--- config.mk ---
export PLATFORM = sky130hd
export DESIGN_NAME = uart_pwm_frame_parser_flat
export DESIGN_NICKNAME = d
export VERILOG_FILES = /design/src/rtl/uart_pwm_frame_parser_pkg.sv /design/src/rtl/uart_pwm_frame_parser_if.sv /design/src/rtl/uart_pwm_frame_parser_crc8.sv /design/src/rtl/uart_pwm_frame_parser.sv /design/src/flat_wrapper.sv
export SDC_FILE = /design/constraint.sdc
export NUM_CORES = 1
export LEC_CHECK = 0
export CORE_ASPECT_RATIO = 1.1
export CORE_MARGIN = 2
export CORE_UTILIZATION = 59
export CTS_CLUSTER_SIZE = 16
export DETAILED_ROUTE_END_ITERATION = 12
export DONT_BUFFER_PORTS = 1
export GPL_ROUTABILITY_DRIVEN = 0
export MAX_ROUTING_LAYER = met4
export PLACE_DENSITY = 0.78
export SLEW_MARGIN = 10
export SYNTH_ARGS = -nofsm -noshare
export SYNTH_HDL_FRONTEND = slang
export SYNTH_SLANG_ARGS = --single-unit
--- constraint.sdc ---
create_clock -name sys_clk -period 2.1 [get_ports sys_clk]
set_input_delay 0.21 -clock sys_clk [delete_from_list [all_inputs] [get_ports sys_clk]]
set_output_delay 0.21 -clock sys_clk [all_outputs]
set_load 0.02 [all_outputs]
--- src/rtl/uart_pwm_frame_parser_pkg.sv ---
// Shared constants, function codes and parser state type for the UART PWM command path.
// The UART TX response path also uses this package.
package uart_pwm_pkg;

    localparam logic [7:0] FRAME_HDR   = 8'h55;
    localparam logic [7:0] FRAME_FTR   = 8'hAA;
    localparam logic [7:0] CRC8_POLY   = 8'h07;
    localparam int         PAYLOAD_LEN = 11;

    localparam logic [7:0] FUNC_CFG = 8'h01;
    localparam logic [7:0] FUNC_EN  = 8'h02;

    typedef enum logic [1:0] {
        ST_IDLE,
        ST_PAYLOAD,
        ST_CRC,
        ST_FOOTER
    } parser_state_t;

    // A byte on the wire is 10 bit times (start, 8 data, stop).
    function automatic int timeout_cycles(input int clk_freq, input int baud_rate, input int gap_bytes);
        return clk_freq / baud_rate * 10 * gap_bytes;
    endfunction

endpackage

--- src/rtl/uart_pwm_frame_parser_if.sv ---
// Byte input and decoded command bundle between the UART receiver, the frame parser
// and the PWM/DAC register bank.
interface uart_pwm_frame_parser_if;

    logic        uart_rx_done;
    logic [7:0]  uart_rx_data;
    logic        cmd_valid;
    logic [7:0]  reg_func;
    logic [7:0]  pwm_ch;
    logic [7:0]  ctrl_sta;
    logic [7:0]  duty_num;
    logic [15:0] pulse_dessert;
    logic [7:0]  pulse_num;
    logic [31:0] pattern;
    logic        crc_err;
    logic        frame_err;
    logic        busy;

    // The master side feeds bytes in and consumes the decoded commands.
    modport master (
        output uart_rx_done, uart_rx_data,
        input  cmd_valid, reg_func, pwm_ch, ctrl_sta, duty_num,
               pulse_dessert, pulse_num, pattern, crc_err, frame_err, busy
    );

    modport slave (
        input  uart_rx_done, uart_rx_data,
        output cmd_valid, reg_func, pwm_ch, ctrl_sta, duty_num,
               pulse_dessert, pulse_num, pattern, crc_err, frame_err, busy
    );

endinterface

--- src/rtl/uart_pwm_frame_parser_crc8.sv ---
// Combinational byte-wide CRC-8 update: poly 0x07, MSB first, no reflection.
// The caller owns the init value and the final XOR (both zero on this link).
module crc8_d8
    import uart_pwm_pkg::*;
(
    input  logic [7:0] crc_in,
    input  logic [7:0] data,
    output logic [7:0] crc_out
);

    logic [7:0] acc;

    always_comb begin
        acc = crc_in ^ data;
        for (int i = 0; i < 8; i++) begin
            if (acc[7]) begin
                acc = {acc[6:0], 1'b0} ^ CRC8_POLY;
            end else begin
                acc = {acc[6:0], 1'b0};
            end
        end
        crc_out = acc;
    end

endmodule

--- src/rtl/uart_pwm_frame_parser.sv ---
// Deframes 14-byte 0x55 ... 0xAA command frames from the UART byte stream, checks the
// CRC-8 and emits one-cycle command, CRC-error or framing-error strobes.
module uart_pwm_frame_parser
    import uart_pwm_pkg::*;
#(
    parameter int CLK_FREQ      = 50_000_000,
    parameter int BAUD_RATE     = 115200,
    parameter int TIMEOUT_BYTES = 3
) (
    input  logic                    sys_clk,
    input  logic                    sys_rst_n,
    uart_pwm_frame_parser_if.slave  bus
);

    localparam int TIMEOUT_CYC = timeout_cycles(CLK_FREQ, BAUD_RATE, TIMEOUT_BYTES);
    localparam int CNT_W       = $clog2(TIMEOUT_CYC + 2);

    parser_state_t state;
    parser_state_t state_next;

    logic [3:0]       idx;
    logic [87:0]      shadow;
    logic [7:0]       crc_calc;
    logic [7:0]       crc_next;
    logic [7:0]       crc_rx;
    logic [CNT_W-1:0] timeout_cnt;
    logic             timeout_hit;

    logic             rx_done;
    logic [7:0]       rx_data;

    logic             start_frame;
    logic             shift_en;
    logic             idx_inc;
    logic             crc_latch;
    logic             fire_cmd;
    logic             fire_crc;
    logic             fire_frame;

    logic             cmd_valid_q;
    logic             crc_err_q;
    logic             frame_err_q;
    logic [7:0]       reg_func_q;
    logic [7:0]       pwm_ch_q;
    logic [7:0]       ctrl_sta_q;
    logic [7:0]       duty_num_q;
    logic [15:0]      pulse_dessert_q;
    logic [7:0]       pulse_num_q;
    logic [31:0]      pattern_q;

    assign rx_done = bus.uart_rx_done;
    assign rx_data = bus.uart_rx_data;

    crc8_d8 u_crc8 (
        .crc_in  (crc_calc),
        .data    (rx_data),
        .crc_out (crc_next)
    );

    // A byte arriving in the same cycle as the limit always wins over the timeout.
    assign timeout_hit = (state != ST_IDLE) && !rx_done &&
                         (timeout_cnt == CNT_W'(TIMEOUT_CYC));

    always_ff @(posedge sys_clk or negedge sys_rst_n) begin
        if (!sys_rst_n) begin
            state <= ST_IDLE;
        end else begin
            state <= state_next;
        end
    end

    always_comb begin
        state_next  = state;
        start_frame = 1'b0;
        shift_en    = 1'b0;
        idx_inc     = 1'b0;
        crc_latch   = 1'b0;
        fire_cmd    = 1'b0;
        fire_crc    = 1'b0;
        fire_frame  = 1'b0;

        case (state)
            ST_IDLE: begin
                if (rx_done && rx_data == FRAME_HDR) begin
                    state_next  = ST_PAYLOAD;
                    start_frame = 1'b1;
                end
            end
            ST_PAYLOAD: begin
                if (rx_done) begin
                    shift_en = 1'b1;
                    if (idx == 4'(PAYLOAD_LEN - 1)) begin
                        state_next = ST_CRC;
                    end else begin
                        idx_inc = 1'b1;
                    end
                end
            end
            ST_CRC: begin
                if (rx_done) begin
                    crc_latch  = 1'b1;
                    state_next = ST_FOOTER;
                end
            end
            ST_FOOTER: begin
                if (rx_done) begin
                    state_next = ST_IDLE;
                    if (rx_data != FRAME_FTR) begin
                        fire_frame = 1'b1;
                    end else if (crc_rx != crc_calc) begin
                        fire_crc = 1'b1;
                    end else begin
                        fire_cmd = 1'b1;
                    end
                end
            end
            default: begin
                state_next = ST_IDLE;
            end
        endcase

        if (timeout_hit) begin
            state_next = ST_IDLE;
            fire_frame = 1'b1;
        end
    end

    // Frame working registers: byte index, payload shadow, running and received CRC.
    always_ff @(posedge sys_clk or negedge sys_rst_n) begin
        if (!sys_rst_n) begin
            idx      <= '0;
            shadow   <= '0;
            crc_calc <= '0;
            crc_rx   <= '0;
        end else begin
            if (start_frame) begin
                idx      <= '0;
                crc_calc <= '0;
            end else if (shift_en) begin
                shadow   <= {shadow[79:0], rx_data};
                crc_calc <= crc_next;
                if (idx_inc) begin
                    idx <= idx + 4'd1;
                end
            end
            if (crc_latch) begin
                crc_rx <= rx_data;
            end
        end
    end

    always_ff @(posedge sys_clk or negedge sys_rst_n) begin
        if (!sys_rst_n) begin
            timeout_cnt <= '0;
        end else if (rx_done || state == ST_IDLE) begin
            timeout_cnt <= '0;
        end else if (!timeout_hit) begin
            timeout_cnt <= timeout_cnt + 1'b1;
        end
    end

    // Result strobes and the decoded fields; the fields move only on a good frame.
    always_ff @(posedge sys_clk or negedge sys_rst_n) begin
        if (!sys_rst_n) begin
            cmd_valid_q     <= 1'b0;
            crc_err_q       <= 1'b0;
            frame_err_q     <= 1'b0;
            reg_func_q      <= '0;
            pwm_ch_q        <= '0;
            ctrl_sta_q      <= '0;
            duty_num_q      <= '0;
            pulse_dessert_q <= '0;
            pulse_num_q     <= '0;
            pattern_q       <= '0;
        end else begin
            cmd_valid_q <= fire_cmd;
            crc_err_q   <= fire_crc;
            frame_err_q <= fire_frame;
            if (fire_cmd) begin
                reg_func_q      <= shadow[87:80];
                pwm_ch_q        <= shadow[79:72];
                ctrl_sta_q      <= shadow[71:64];
                duty_num_q      <= shadow[63:56];
                pulse_dessert_q <= shadow[55:40];
                pulse_num_q     <= shadow[39:32];
                pattern_q       <= shadow[31:0];
            end
        end
    end

    assign bus.cmd_valid     = cmd_valid_q;
    assign bus.crc_err       = crc_err_q;
    assign bus.frame_err     = frame_err_q;
    assign bus.reg_func      = reg_func_q;
    assign bus.pwm_ch        = pwm_ch_q;
    assign bus.ctrl_sta      = ctrl_sta_q;
    assign bus.duty_num      = duty_num_q;
    assign bus.pulse_dessert = pulse_dessert_q;
    assign bus.pulse_num     = pulse_num_q;
    assign bus.pattern       = pattern_q;
    assign bus.busy          = (state != ST_IDLE);

endmodule

--- src/flat_wrapper.sv ---
// flat-port wrapper written by rule: the top's interface ports become plain ports
module uart_pwm_frame_parser_flat import uart_pwm_pkg::*;
#(
    parameter int CLK_FREQ      = 50_000_000,
    parameter int BAUD_RATE     = 115200,
    parameter int TIMEOUT_BYTES = 3
)
  (sys_clk, sys_rst_n, bus_uart_rx_done, bus_uart_rx_data, bus_cmd_valid, bus_reg_func, bus_pwm_ch, bus_ctrl_sta, bus_duty_num, bus_pulse_dessert, bus_pulse_num, bus_pattern, bus_crc_err, bus_frame_err, bus_busy);
  uart_pwm_frame_parser_if bus_i ();
  input  logic sys_clk;
  input  logic sys_rst_n;
  input wire logic [$bits(bus_i.uart_rx_done)-1:0] bus_uart_rx_done;
  input wire logic [$bits(bus_i.uart_rx_data)-1:0] bus_uart_rx_data;
  output wire logic [$bits(bus_i.cmd_valid)-1:0] bus_cmd_valid;
  output wire logic [$bits(bus_i.reg_func)-1:0] bus_reg_func;
  output wire logic [$bits(bus_i.pwm_ch)-1:0] bus_pwm_ch;
  output wire logic [$bits(bus_i.ctrl_sta)-1:0] bus_ctrl_sta;
  output wire logic [$bits(bus_i.duty_num)-1:0] bus_duty_num;
  output wire logic [$bits(bus_i.pulse_dessert)-1:0] bus_pulse_dessert;
  output wire logic [$bits(bus_i.pulse_num)-1:0] bus_pulse_num;
  output wire logic [$bits(bus_i.pattern)-1:0] bus_pattern;
  output wire logic [$bits(bus_i.crc_err)-1:0] bus_crc_err;
  output wire logic [$bits(bus_i.frame_err)-1:0] bus_frame_err;
  output wire logic [$bits(bus_i.busy)-1:0] bus_busy;
  assign bus_i.uart_rx_done = bus_uart_rx_done;
  assign bus_i.uart_rx_data = bus_uart_rx_data;
  assign bus_cmd_valid = bus_i.cmd_valid;
  assign bus_reg_func = bus_i.reg_func;
  assign bus_pwm_ch = bus_i.pwm_ch;
  assign bus_ctrl_sta = bus_i.ctrl_sta;
  assign bus_duty_num = bus_i.duty_num;
  assign bus_pulse_dessert = bus_i.pulse_dessert;
  assign bus_pulse_num = bus_i.pulse_num;
  assign bus_pattern = bus_i.pattern;
  assign bus_crc_err = bus_i.crc_err;
  assign bus_frame_err = bus_i.frame_err;
  assign bus_busy = bus_i.busy;
  uart_pwm_frame_parser #(.CLK_FREQ(CLK_FREQ), .BAUD_RATE(BAUD_RATE), .TIMEOUT_BYTES(TIMEOUT_BYTES)) u_core (.sys_clk(sys_clk), .sys_rst_n(sys_rst_n), .bus(bus_i));
endmodule
==> results.tsv, run 1 <==
stage	metric	value	unit
status	status	complete, but fails checks	
status	violations	negative hold slack	
power_and_ir_drop	seqPwrFrac	0.474	
die	die_height	131.3	um
die	row_count	46	
final_layout	area_growth	16.99	%
drt	dr.first_iter.drc_count	272	
timing	slew_headroom	0.6936	
drt	vias	4731	
timing	finalSetupTns	0	ns
yosys	synth_cell_types	38	
critical_path	endpoint_kind	flip-flop	
yosys	syn_inst	581	
grt	grt_max_degree	216	
yosys	syn_area	8692	um^2
critical_path	required	2.47	ns
placement	io_buffers	0	
yosys	async_flop_share	1.000	
grt	antenna_found_initial	0	
drt	wl_per_cell	21.98	um
timing	clock_skew	0.01033	ns
power_and_ir_drop	p_leak	4.795	nW
drt	post-route-drc-count	0	
clocking	cts_sinks	215	
yosys	synth_common_cells	dfrtp_1, mux2_2, nor2_1	
timing	setup_viol_count_final	0	
power_and_ir_drop	switching_power	3.525	mW
final_layout	final_layout_size_suffix_gt1_frac	0.3752	
critical_path	worst_setup_path_start_kind	flip-flop	
power_and_ir_drop	comb_power_share	0.210	
die	coreArea	14390	um^2
power_and_ir_drop	power_density	1239	nW/um^2
yosys	avgSynthCellArea	14.96	um^2
clocking	cts_max_path_buffers	3	
timing	finalHoldViolations	215	
timing	fin_hold_ws	-0.5897	ns
drt	vias_per_cell	5.762	
drt	wl_met3	1196	um
grt	grt_pass1_vias	4944	
timing	min_period_over_period	0.9848	
critical_path	crit_arrival	2.44	ns
timing	rsz0062_at_grt	yes	
final_layout	diodes	0	
placement	detailed_place_hpwl	10120	um
die	dieArea	15720	um^2
final_layout	fin_cells	821	
clocking	insertion_delay	0.50	ns
drt	detail-route-antenna-nets	0	
yosys	ys_top_cells_by_area	dfrtp_1, mux2_2, mux2_1, xnor2_1, xor2_1	
clocking	tritoncts	built	
die	start_util	0.6041	
clocking	root_buffer	clkbuf_16	
yosys	yosys_warnings	0	
placement	placed_cells_incl_taps	760	
power_and_ir_drop	clkPwrFrac	0.316	
yosys	synth_area_leader_cell	dfrtp_1	
yosys	ys_seq_area_frac	0.6190	
critical_path	critPathMaxFanout	8	
yosys	synth_edf_count	0	
die	dieWidth	119.7	um
critical_path	criticalPathCategory	reg -> reg	
clocking	numCtsBuffers	22	
yosys	ys_ff_latch	215	
power_and_ir_drop	vdd_drop_max	0.7895	mV
timing	slew_viol_final	0	
timing	fmax	483.5	MHz
drt	drt-pass1-iter-count	4	
final_layout	layout.nets	634	
power_and_ir_drop	power.internal	9.075	mW
clocking	clk_pin_slew_worst_paths	0.06	ns
timing	worstMarginPinSlew	0.4557	ns
yosys	yosys.cell_count.top_type	dfrtp_1	
clocking	htreeDepth	1	
yosys	synth_top_flop_cell	dfrtp_1	
drt	m1WireLength	7410	um
yosys	synth_top_area_share	0.6190	
grt	grt_usage	0.2129	
power_and_ir_drop	p_sw_frac	0.2798	
grt	grt-ovfl-total	0	
yosys	synthesis.nets	601	
clocking	hold_buffers	9	
worst_hold_path	hp-class	in -> async	
run	drv_cap	0	
grt	grt_first_pass_wirelength	26140	um
drt	top_layer_used	met4	
die	io_pins	103	
drt	dr_wl_met2	9118	um
timing	min_period	2.068	ns
drt	wl	18050	um
-- layout by cell type (no fill, tap or decap), types with 2 or more instances in the layout --
master         netlist  routed
dfrtp_1            215     215
mux2_2             164     132
mux2_4               0      38
clkbuf_16            0      28
nor2_1              26      25
xnor2_1             24      24
xor2_1              18      18
mux2_1              20      14
nand2_1             13      13
inv_1                9       9
ha_1                 9       9
clkbuf_8             0       9
dlygate4sd3_1        0       9
a22o_1               7       7
buf_4                7       7
nand3_1              6       6
a21oi_1              6       6
buf_12               0       6
nand4_1              5       5
nor3_1               5       5
nor4bb_1             4       4
clkbuf_1             4       4
buf_6                2       4
nor2_4               1       3
and3_1               3       3
a21o_1               3       3
nor4_2               1       2
nand3b_1             2       2
o21ai_1              2       2
o2bb2ai_1            2       2
clkinv_2             0       2
-- power groups by stage --
stage	logic [mW]	registers [mW]	clock network, mW
CTS	2.63	5.94	4.04
finish	2.64	5.98	3.98
global placement	2.43	5.93	0
floorplan	2.14	5.68	0
global route	2.89	6.11	4.23
detailed placement	2.56	6.00	0
-- worst max-delay path, stage by stage, from the launching register on --
cell and delay [ns]:
dfrtp_1 0.42, xor2_1 0.17, nor4_1 0.33, nand2_1 0.15, nor2_4 0.20, buf_12 0.19
clkbuf_16 0.18, mux2_4 0.30
-- worst paths after layout --
check                                               startpoint  depth (start not counted)                                  end  slack, ns
worst min-delay path                                 sys_rst_n                          0     u_core.bus.pwm_ch[4]$_DFFE_PN0P_      -0.59
min in group sys_clk                       bus_uart_rx_data[0]                          3       u_core.bus.frame_err$_DFF_PN0_       0.02
worst max-delay path            u_core.crc_calc[2]$_DFFE_PN0P_                          7   u_core.bus.ctrl_sta[4]$_DFFE_PN0P_       0.03
worst min register to register   u_core.shadow[87]$_DFFE_PN0P_                          1        u_core.shadow[87]$_DFFE_PN0P_       0.49
worst max register to register  u_core.crc_calc[2]$_DFFE_PN0P_                          7   u_core.bus.ctrl_sta[4]$_DFFE_PN0P_       0.03
max in group asynchronous                            sys_rst_n                          0  u_core.bus.pulse_num[0]$_DFFE_PN0P_       2.36
-- flip-flops by register name, indices dropped and copies added, names as in the netlist --
register / count
u_core.bus.cmd_valid: 1
u_core.bus.crc_err: 1
u_core.bus.ctrl_sta: 8
u_core.bus.duty_num: 8
u_core.bus.frame_err: 1
u_core.bus.pattern: 32
u_core.bus.pulse_dessert: 16
u_core.bus.pulse_num: 8
u_core.bus.pwm_ch: 8
u_core.bus.reg_func: 8
u_core.crc_calc: 8
u_core.crc_rx: 8
u_core.idx: 4
u_core.shadow: 88
u_core.state: 2
u_core.timeout_cnt: 14
-- cell families after synthesis --
family          after synthesis  share of synthesized area
buf+inv                      32                    0.02001
mux                         184                     0.2384
xor+xnor                     43                    0.04491
simple gates                 75                    0.04621
fa+ha+maj                     9                    0.01296
compound gates               23                    0.01857
flops                       215                     0.6190
-- area by class of cell --
| type | instances | area, um^2 |
|---|---|---|
| fillers | 924 | 4220 |
| repair buffers | 32 | 460.4 |
| multi-input cells | 334 | 3299 |
| clock buffers | 36 | 714.4 |
| well taps | 192 | 240.2 |
| clock inverters | 3 | 40.04 |
| inverters | 9 | 33.78 |
| flip-flops and latches | 215 | 5380 |
-- per-layer routing --
layer	vias up	global-route usage
li1	2096	-
met2	129	0.3403
met1	2478	0.2746
met4	0	0.06144
met3	28	0.05035
met5	-	-
-- stage by stage --
step                setup slack (ns)    util  cell area [um^2]  total power, mW
global route                -0.05858  0.7067             10170            13.22
floorplan                     0.1527       -              8692            7.827
CTS                         -0.02696  0.6800              9784            12.61
global placement            -0.08665  0.6203              8925            8.360
finish                       0.03188  0.7067             10170            12.60
detailed placement          -0.09698  0.6203              8925            8.563
-- timing repair --
item,CTS,global route
gates cloned,0,10
setup endpoints to repair,83,85
pin swaps,1,5
hold endpoints to repair,237,215
buffers inserted,0,3
resized for setup,3,43
(Power assumes the default switching activity.)
==> run 2: changes to the inputs <==
--- a/config.mk
+++ b/config.mk
@@ -6,5 +6,5 @@
 export NUM_CORES = 1
 export LEC_CHECK = 0
-export CORE_ASPECT_RATIO = 1.1
+export CORE_ASPECT_RATIO = 0.6
 export CORE_MARGIN = 2
 export CORE_UTILIZATION = 59
==> constraint.sdc (replaced) <==
create_clock -name sys_clk -period 2.1 [get_ports sys_clk]
set_input_delay 0.21 -clock sys_clk [delete_from_list [all_inputs] [get_ports sys_clk]]
set_output_delay 0.21 -clock sys_clk [all_outputs]
set_load 0.005 [all_outputs]
==> run 2 against run 1 <==
Against the previous run:
- the run ends with negative hold slack, negative setup slack left
- register-to-register slack lost 0.04 ns
- critical endpoint is now u_core.bus.ctrl_sta[6]$_DFFE_PN0P_
- largest cell class unchanged
- worst setup slack lost 0.036 ns
- count of clock-buffer cells in the layout shrank 7
- worst hold slack gained 0.0080 ns
==> results.tsv, run 2 (synthesized netlist as in run 1, its figures left out) <==
stage	metric	value	unit	change
status	status	complete, but fails checks		
status	violations	negative hold slack, negative setup slack		
timing	min_period	2.104	ns	+0.03568 ns
final_layout	final_cell_mix	dfrtp_1, mux2_2, clkbuf_16, nor2_1, xnor2_1		
timing	rsz0062_at_grt	yes		
power_and_ir_drop	power	12.27	mW	-2.6%
clocking	cts_max_path_buffers	3		unchanged
die	row_count	34		-26%
power_and_ir_drop	power_density	1223	nW/um^2	-1.3%
drt	wl	18140	um	+0.52%
timing	worstMarginPinSlew	0.4889	ns	+0.03311 ns
drt	vias_per_cell	5.783		+0.36%
drt	detail-route-antenna-nets	0		unchanged
placement	detailed_place_hpwl	10480	um	+3.6%
drt	dr.first_iter.drc_count	307		+13%
timing	setup_viol_count_final	2		+2
clocking	cts_sinks	215		unchanged
timing	slew_headroom	0.6714		-0.02226
critical_path	slowest_delay	0.42	ns	about the same
critical_path	worst_setup_path_start_kind	flip-flop		
final_layout	fin_cells	826		+0.61%
clocking	clk_pin_slew_worst_paths	0.07	ns	about the same
final_layout	area_growth	15.42	%	
drt	drt-pass1-iter-count	6		+2
die	die_height	98.02	um	-25%
critical_path	crit_family	simple AND/OR/NAND/NOR gates		
clocking	tritoncts	built		
clocking	numCtsBuffers	20		-9.1%
die	dieArea	15750	um^2	+0.20%
drt	wl_per_cell	21.96	um	about the same
timing	min_period_over_period	1.002		+0.01699
grt	grt_max_degree	216		unchanged
placement	io_buffers	0		unchanged
run	drv_cap	0		unchanged
die	coreArea	14420	um^2	+0.23%
critical_path	criticalPathCategory	reg -> reg		
worst_hold_path	hp-class	in -> async		
placement	pre_cts_slack	-0.01946	ns	+0.07752 ns
final_layout	layout.nets	638		+0.63%
clocking	hold_buffers	9		unchanged
die	io_pins	103		unchanged
critical_path	endpoint_kind	flip-flop		
critical_path	critPathMaxFanout	10		+2
timing	fmax	475.3	MHz	-1.7%
drt	vias	4777		+0.97%
timing	fin_hold_ws	-0.5818	ns	+0.007958 ns
final_layout	final_common_cell	dfrtp_1		
critical_path	path_cells	xor2_1 -> nor4_2 -> nand2_1 -> nor2_4 -> buf_12 -> buf_8 -> mux2_1		
placement	placed_cells_incl_taps	767		+0.92%
timing	fin_ws	-0.003807	ns	-0.03568 ns
timing	finalSetupTns	-0.004348	ns	-0.004348 ns
final_layout	final_layout_size_suffix_gt1_frac	0.3694		-0.005772
clocking	insertion_delay	0.49	ns	about the same
clocking	root_buffer	clkbuf_16		
final_layout	top_register	u_core.shadow		
final_layout	fillers	982		+6.3%
clocking	htreeDepth	1		unchanged
timing	slew_viol_final	0		unchanged
timing	clock_skew	0.01131	ns	+0.0009738 ns
final_layout	diodes	0		unchanged
grt	antenna_found_initial	0		unchanged
critical_path	worst-path-buf-inv	2		unchanged
grt	grt_usage	0.2284		+0.01549
grt	grt_first_pass_wirelength	27480	um	+5.1%
critical_path	required	2.47	ns	about the same
critical_path	crit_arrival	2.47	ns	+0.03 ns
grt	grt-ovfl-total	0		unchanged
die	dieWidth	160.7	um	+34%
grt	grt_pass1_vias	5055		+2.2%
drt	post-route-drc-count	0		unchanged
critical_path	slowest_stage	dfrtp_1		
power_and_ir_drop	p_leak	4.751	nW	-0.93%
final_layout	largest_reg_flops	88		unchanged
timing	finalHoldViolations	215		unchanged
power_and_ir_drop	vdd_drop_max	0.5756	mV	-27%
die	start_util	0.6027		-0.001363
## run 2: what timing repair did
| action | in CTS | in global routing |
|---|---|---|
| cloned | 1 | 9 |
| pin swaps | 1 | 6 |
| endpoints found under the hold margin | 237 | 215 |
| setup buffers | 1 | 7 |
| setup endpoints to repair | 67 | 94 |
| gates resized for setup | 2 | 12 |
## run 2: layer usage
| metal | routed length (um) | part of all wire | up-vias | global-route usage |
|---|---|---|---|---|
| met4 | 282 | 0.016 | 0 | 0.04258 |
| met1 | 8072 | 0.45 | 2511 | 0.3064 |
| met3 | 1365 | 0.075 | 27 | 0.07179 |
| li1 | - | - | 2118 | - |
| met2 | 8418 | 0.46 | 121 | 0.3518 |
| met5 | 0 | 0 | - | - |
## run 2: stage by stage
step,instance area [um^2],util
after floorplan,8692,-
after global placement,8965,0.6216
after detailed placement,8965,0.6216
after CTS,9736,0.6751
after global routing,10030,0.6956
final,10030,0.6956
## run 2: area by class of cell
class / count / area, um^2 / area share
flip-flops and latches: 215 / 5380 / 0.5363
multi-input cells: 334 / 3177 / 0.3167
clock buffers: 29 / 585.6 / 0.05837
repair buffers: 38 / 565.5 / 0.05637
well taps: 198 / 247.7 / 0.02469
clock inverters: 3 / 42.54 / 0.004240
inverters: 9 / 33.78 / 0.003367
## run 2: final timing paths
path	startpoint	to	slack (ns)	cells after the start
worst min-delay path	sys_rst_n	u_core.bus.pattern[9]$_DFFE_PN0P_	-0.58	0
worst max-delay path	u_core.crc_calc[0]$_DFFE_PN0P_	u_core.bus.ctrl_sta[6]$_DFFE_PN0P_	-0.004	7
worst max register to register	u_core.crc_calc[0]$_DFFE_PN0P_	u_core.bus.ctrl_sta[6]$_DFFE_PN0P_	-0.004	7
worst min register to register	u_core.shadow[80]$_DFFE_PN0P_	u_core.bus.reg_func[0]$_DFFE_PN0P_	0.50	1
min in group sys_clk	bus_uart_rx_done	u_core.bus.crc_err$_DFF_PN0_	0.02	2
max in group asynchronous	sys_rst_n	u_core.bus.pwm_ch[7]$_DFFE_PN0P_	2.39	0
## run 2: report_power, final
group / switching (mW) / internal (mW)
registers: 0.820 / 5.14
clock network: 1.47 / 2.05
logic: 1.19 / 1.61
==> run 3: changes to the inputs <==
- CORE_MARGIN: 2 -> 1.5
- GPL_TIMING_DRIVEN: default -> 0
- RECOVER_POWER: default -> 50
==> run 3 against run 2 <==
Against the previous run:
- the flow still finishes with violations (negative hold slack, negative setup slack)
- wire length shrank 3.9%
- die area decreased by 1.6%
- worst setup slack got worse by 0.066 ns
- sequential share of layout area rose by 0.19 points
- total power is 1.1% higher
- utilization decreased by 0.23 points
- non-clock buffer count is 12 higher
- critical endpoint is now u_core.bus.crc_err$_DFF_PN0_
- largest cell class unchanged
==> results.tsv, run 3 (synthesized netlist as in run 1, its figures left out) <==
stage	metric	value	unit	change
status	status	complete, but fails checks		
status	violations	negative hold slack, negative setup slack		
critical_path	criticalPathCategory	reg -> reg		
final_layout	final_cell_mix	dfrtp_1, mux2_2, nor2_1, buf_4, xnor2_1		
timing	finalHoldViolations	215		unchanged
placement	placed_cells_incl_taps	779		+1.6%
grt	grt-ovfl-total	0		unchanged
drt	wl	17440	um	-3.9%
clocking	tritoncts	built		
critical_path	required	2.46	ns	about the same
worst_hold_path	hp-class	in -> async		
drt	vias	4779		+0.042%
power_and_ir_drop	p_leak	4.766	nW	+0.33%
timing	setup_viol_count_final	36		+34
timing	worstMarginPinSlew	0.4392	ns	-0.04969 ns
final_layout	fin_cells	841		+1.8%
timing	clock_skew	0.01494	ns	+0.003631 ns
final_layout	final_util	0.6934		-0.002256
drt	post-route-drc-count	0		unchanged
final_layout	diodes	0		unchanged
timing	fmax	460.9	MHz	-3.0%
grt	antenna_found_initial	0		unchanged
clocking	cts_sinks	215		unchanged
die	start_util	0.6027		unchanged
run	drv_cap	0		unchanged
clocking	insertion_delay	0.49	ns	about the same
clocking	clk_pin_slew_worst_paths	0.07	ns	about the same
critical_path	crit_family	buffers and inverters		
final_layout	final_common_cell	dfrtp_1		
final_layout	final_layout_size_suffix_gt1_frac	0.3841		+0.01471
critical_path	worst_setup_path_start_kind	flip-flop		
die	row_count	34		unchanged
timing	fin_ws	-0.06960	ns	-0.06579 ns
critical_path	crit_top_cell	buf_4		
timing	slew_headroom	0.7048		+0.03340
critical_path	crit-reg2reg-capture	u_core.bus.crc_err$_DFF_PN0_		
critical_path	endpoint_kind	flip-flop		
drt	dr.first_iter.drc_count	243		-21%
power_and_ir_drop	power_density	1241	nW/um^2	+1.4%
grt	grt_first_pass_wirelength	28230	um	+2.7%
critical_path	path_cells	xor2_2 -> nor4_2 -> buf_4 -> buf_4 -> buf_4 -> buf_4 -> buf_4 -> buf_4 -> buf_4 -> buf_4 -> buf_4 -> buf_4 -> a21oi_2		
placement	io_buffers	0		unchanged
critical_path	r2r_start	u_core.crc_calc[1]$_DFFE_PN0P_		
die	coreArea	14420	um^2	unchanged
clocking	numCtsBuffers	20		unchanged
clocking	htreeDepth	1		unchanged
final_layout	largest_reg_flops	88		unchanged
timing	min_period_over_period	1.033		+0.03133
final_layout	area_growth	15.04	%	
critical_path	critPathMaxFanout	3		-7
power_and_ir_drop	vdd_drop_max	0.7154	mV	+24%
critical_path	worst-path-buf-inv	10		+8
critical_path	slowest_stage	dfrtp_2		
timing	fin_hold_ws	-0.5790	ns	+0.002813 ns
drt	wl_per_cell	20.73	um	-5.6%
final_layout	design_area	10000	um^2	-0.32%
timing	slew_viol_final	0		unchanged
clocking	cts_max_path_buffers	3		unchanged
final_layout	top_register	u_core.shadow		
clocking	root_buffer	clkbuf_16		
grt	grt_max_degree	216		unchanged
drt	detail-route-antenna-nets	0		unchanged
timing	min_period	2.170	ns	+0.06579 ns
critical_path	worstRegToRegCells	13		+6
grt	grt_usage	0.2411		+0.01272
final_layout	layout.nets	650		+1.9%
die	die_height	97.02	um	-1.0%
drt	vias_per_cell	5.683		-1.7%
die	dieArea	15490	um^2	-1.6%
drt	drt-pass1-iter-count	4		-2
clocking	hold_buffers	9		unchanged
critical_path	r2r_setup_slack	-0.07	ns	-0.07 ns
die	io_pins	103		unchanged
placement	detailed_place_hpwl	11350	um	+8.3%
grt	grt_pass1_vias	4969		-1.7%
timing	rsz0062_at_grt	yes		
critical_path	crit_arrival	2.53	ns	+0.06 ns
placement	place_area	8940	um^2	-0.28%
die	dieWidth	159.7	um	-0.62%
critical_path	slowest_delay	0.44	ns	+0.02 ns
power_and_ir_drop	power	12.40	mW	+1.1%
-- run 3: cell types whose count changed in the layout (fill, tap and decap cells not counted), sizes merged --
| cell | previous run | this run |
|---|---|---|
| buf | 23 | 38 |
| inv | 9 | 10 |
| bufinv | 1 | 0 |
| clkbuf | 35 | 34 |
| clkinv | 1 | 2 |
-- run 3: metal layers --
metal | global-route usage | share of wire | wire length, um | vias to the layer above
met5 | - | 0 | 0 | -
met2 | 0.3433 | 0.44 | 7721 | 129
met4 | 0.05225 | 0.012 | 207 | 0
met1 | 0.3439 | 0.46 | 8021 | 2500
li1 | - | - | - | 2135
met3 | 0.07247 | 0.085 | 1486 | 15
-- run 3: report_power, final --
part           switching (mW)  internal [mW]  total (mW)
Sequential              0.813           5.14        5.95
Combinational            1.24           1.69        2.93
Clock                    1.50           2.02        3.52
Total                    3.56           8.84        12.4
-- run 3: per-stage QoR --
step	setup TNS, ns	setup WS, ns
final	-0.6088	-0.06960
after global routing	-8.999	-0.1762
after CTS	-0.06348	-0.01094
after detailed placement	-60.75	-0.4672
after global placement	-47.77	-0.3512
after floorplan	0	0.1527
-- run 3: final cells by class --
type | instances | area, um^2
Sequential cell | 215 | 5381
Multi-Input combinational cell | 334 | 3188
Buffer | 22 | 234.0
Fill cell | 949 | 4422
Clock buffer | 31 | 611.8
Timing Repair Buffer | 28 | 265.3
Tap cell | 198 | 247.7
Clock inverter | 4 | 37.54
Inverter | 9 | 33.78
-- run 3: what timing repair did --
item	in CTS	in global routing
resized for setup	34	8
endpoints found under the hold margin	234	215
buffers inserted	15	5
pin swaps	6	6
setup endpoints to repair	185	187
-- run 3: worst max-delay path by stage --
stage	startpoint	endpoint	slack [ns]	cells after the start
floorplan	u_core.crc_calc[5]$_DFFE_PN0P_	u_core.bus.ctrl_sta[4]$_DFFE_PN0P_	0.15	7
global placement	u_core.state[0]$_DFFE_PN0P_	u_core.shadow[5]$_DFFE_PN0P_	-0.35	7
detailed placement	u_core.state[0]$_DFFE_PN0P_	u_core.shadow[1]$_DFFE_PN0P_	-0.47	7
CTS	u_core.crc_calc[6]$_DFFE_PN0P_	u_core.bus.pulse_dessert[11]$_DFFE_PN0P_	-0.01	7
global route	u_core.crc_calc[1]$_DFFE_PN0P_	u_core.bus.crc_err$_DFF_PN0_	-0.18	13
finish	u_core.crc_calc[1]$_DFFE_PN0P_	u_core.bus.crc_err$_DFF_PN0_	-0.07	13
-- run 3: worst reg2reg max path, stage by stage, from the launching register on --
cell	delay [ns]
dfrtp_2	0.44
xor2_2	0.19
nor4_2	0.34
buf_4	0.17
buf_4	0.09
buf_4	0.10
buf_4	0.09
buf_4	0.09
buf_4	0.10
buf_4	0.10
buf_4	0.09
buf_4	0.09
buf_4	0.10
a21oi_2	0.05
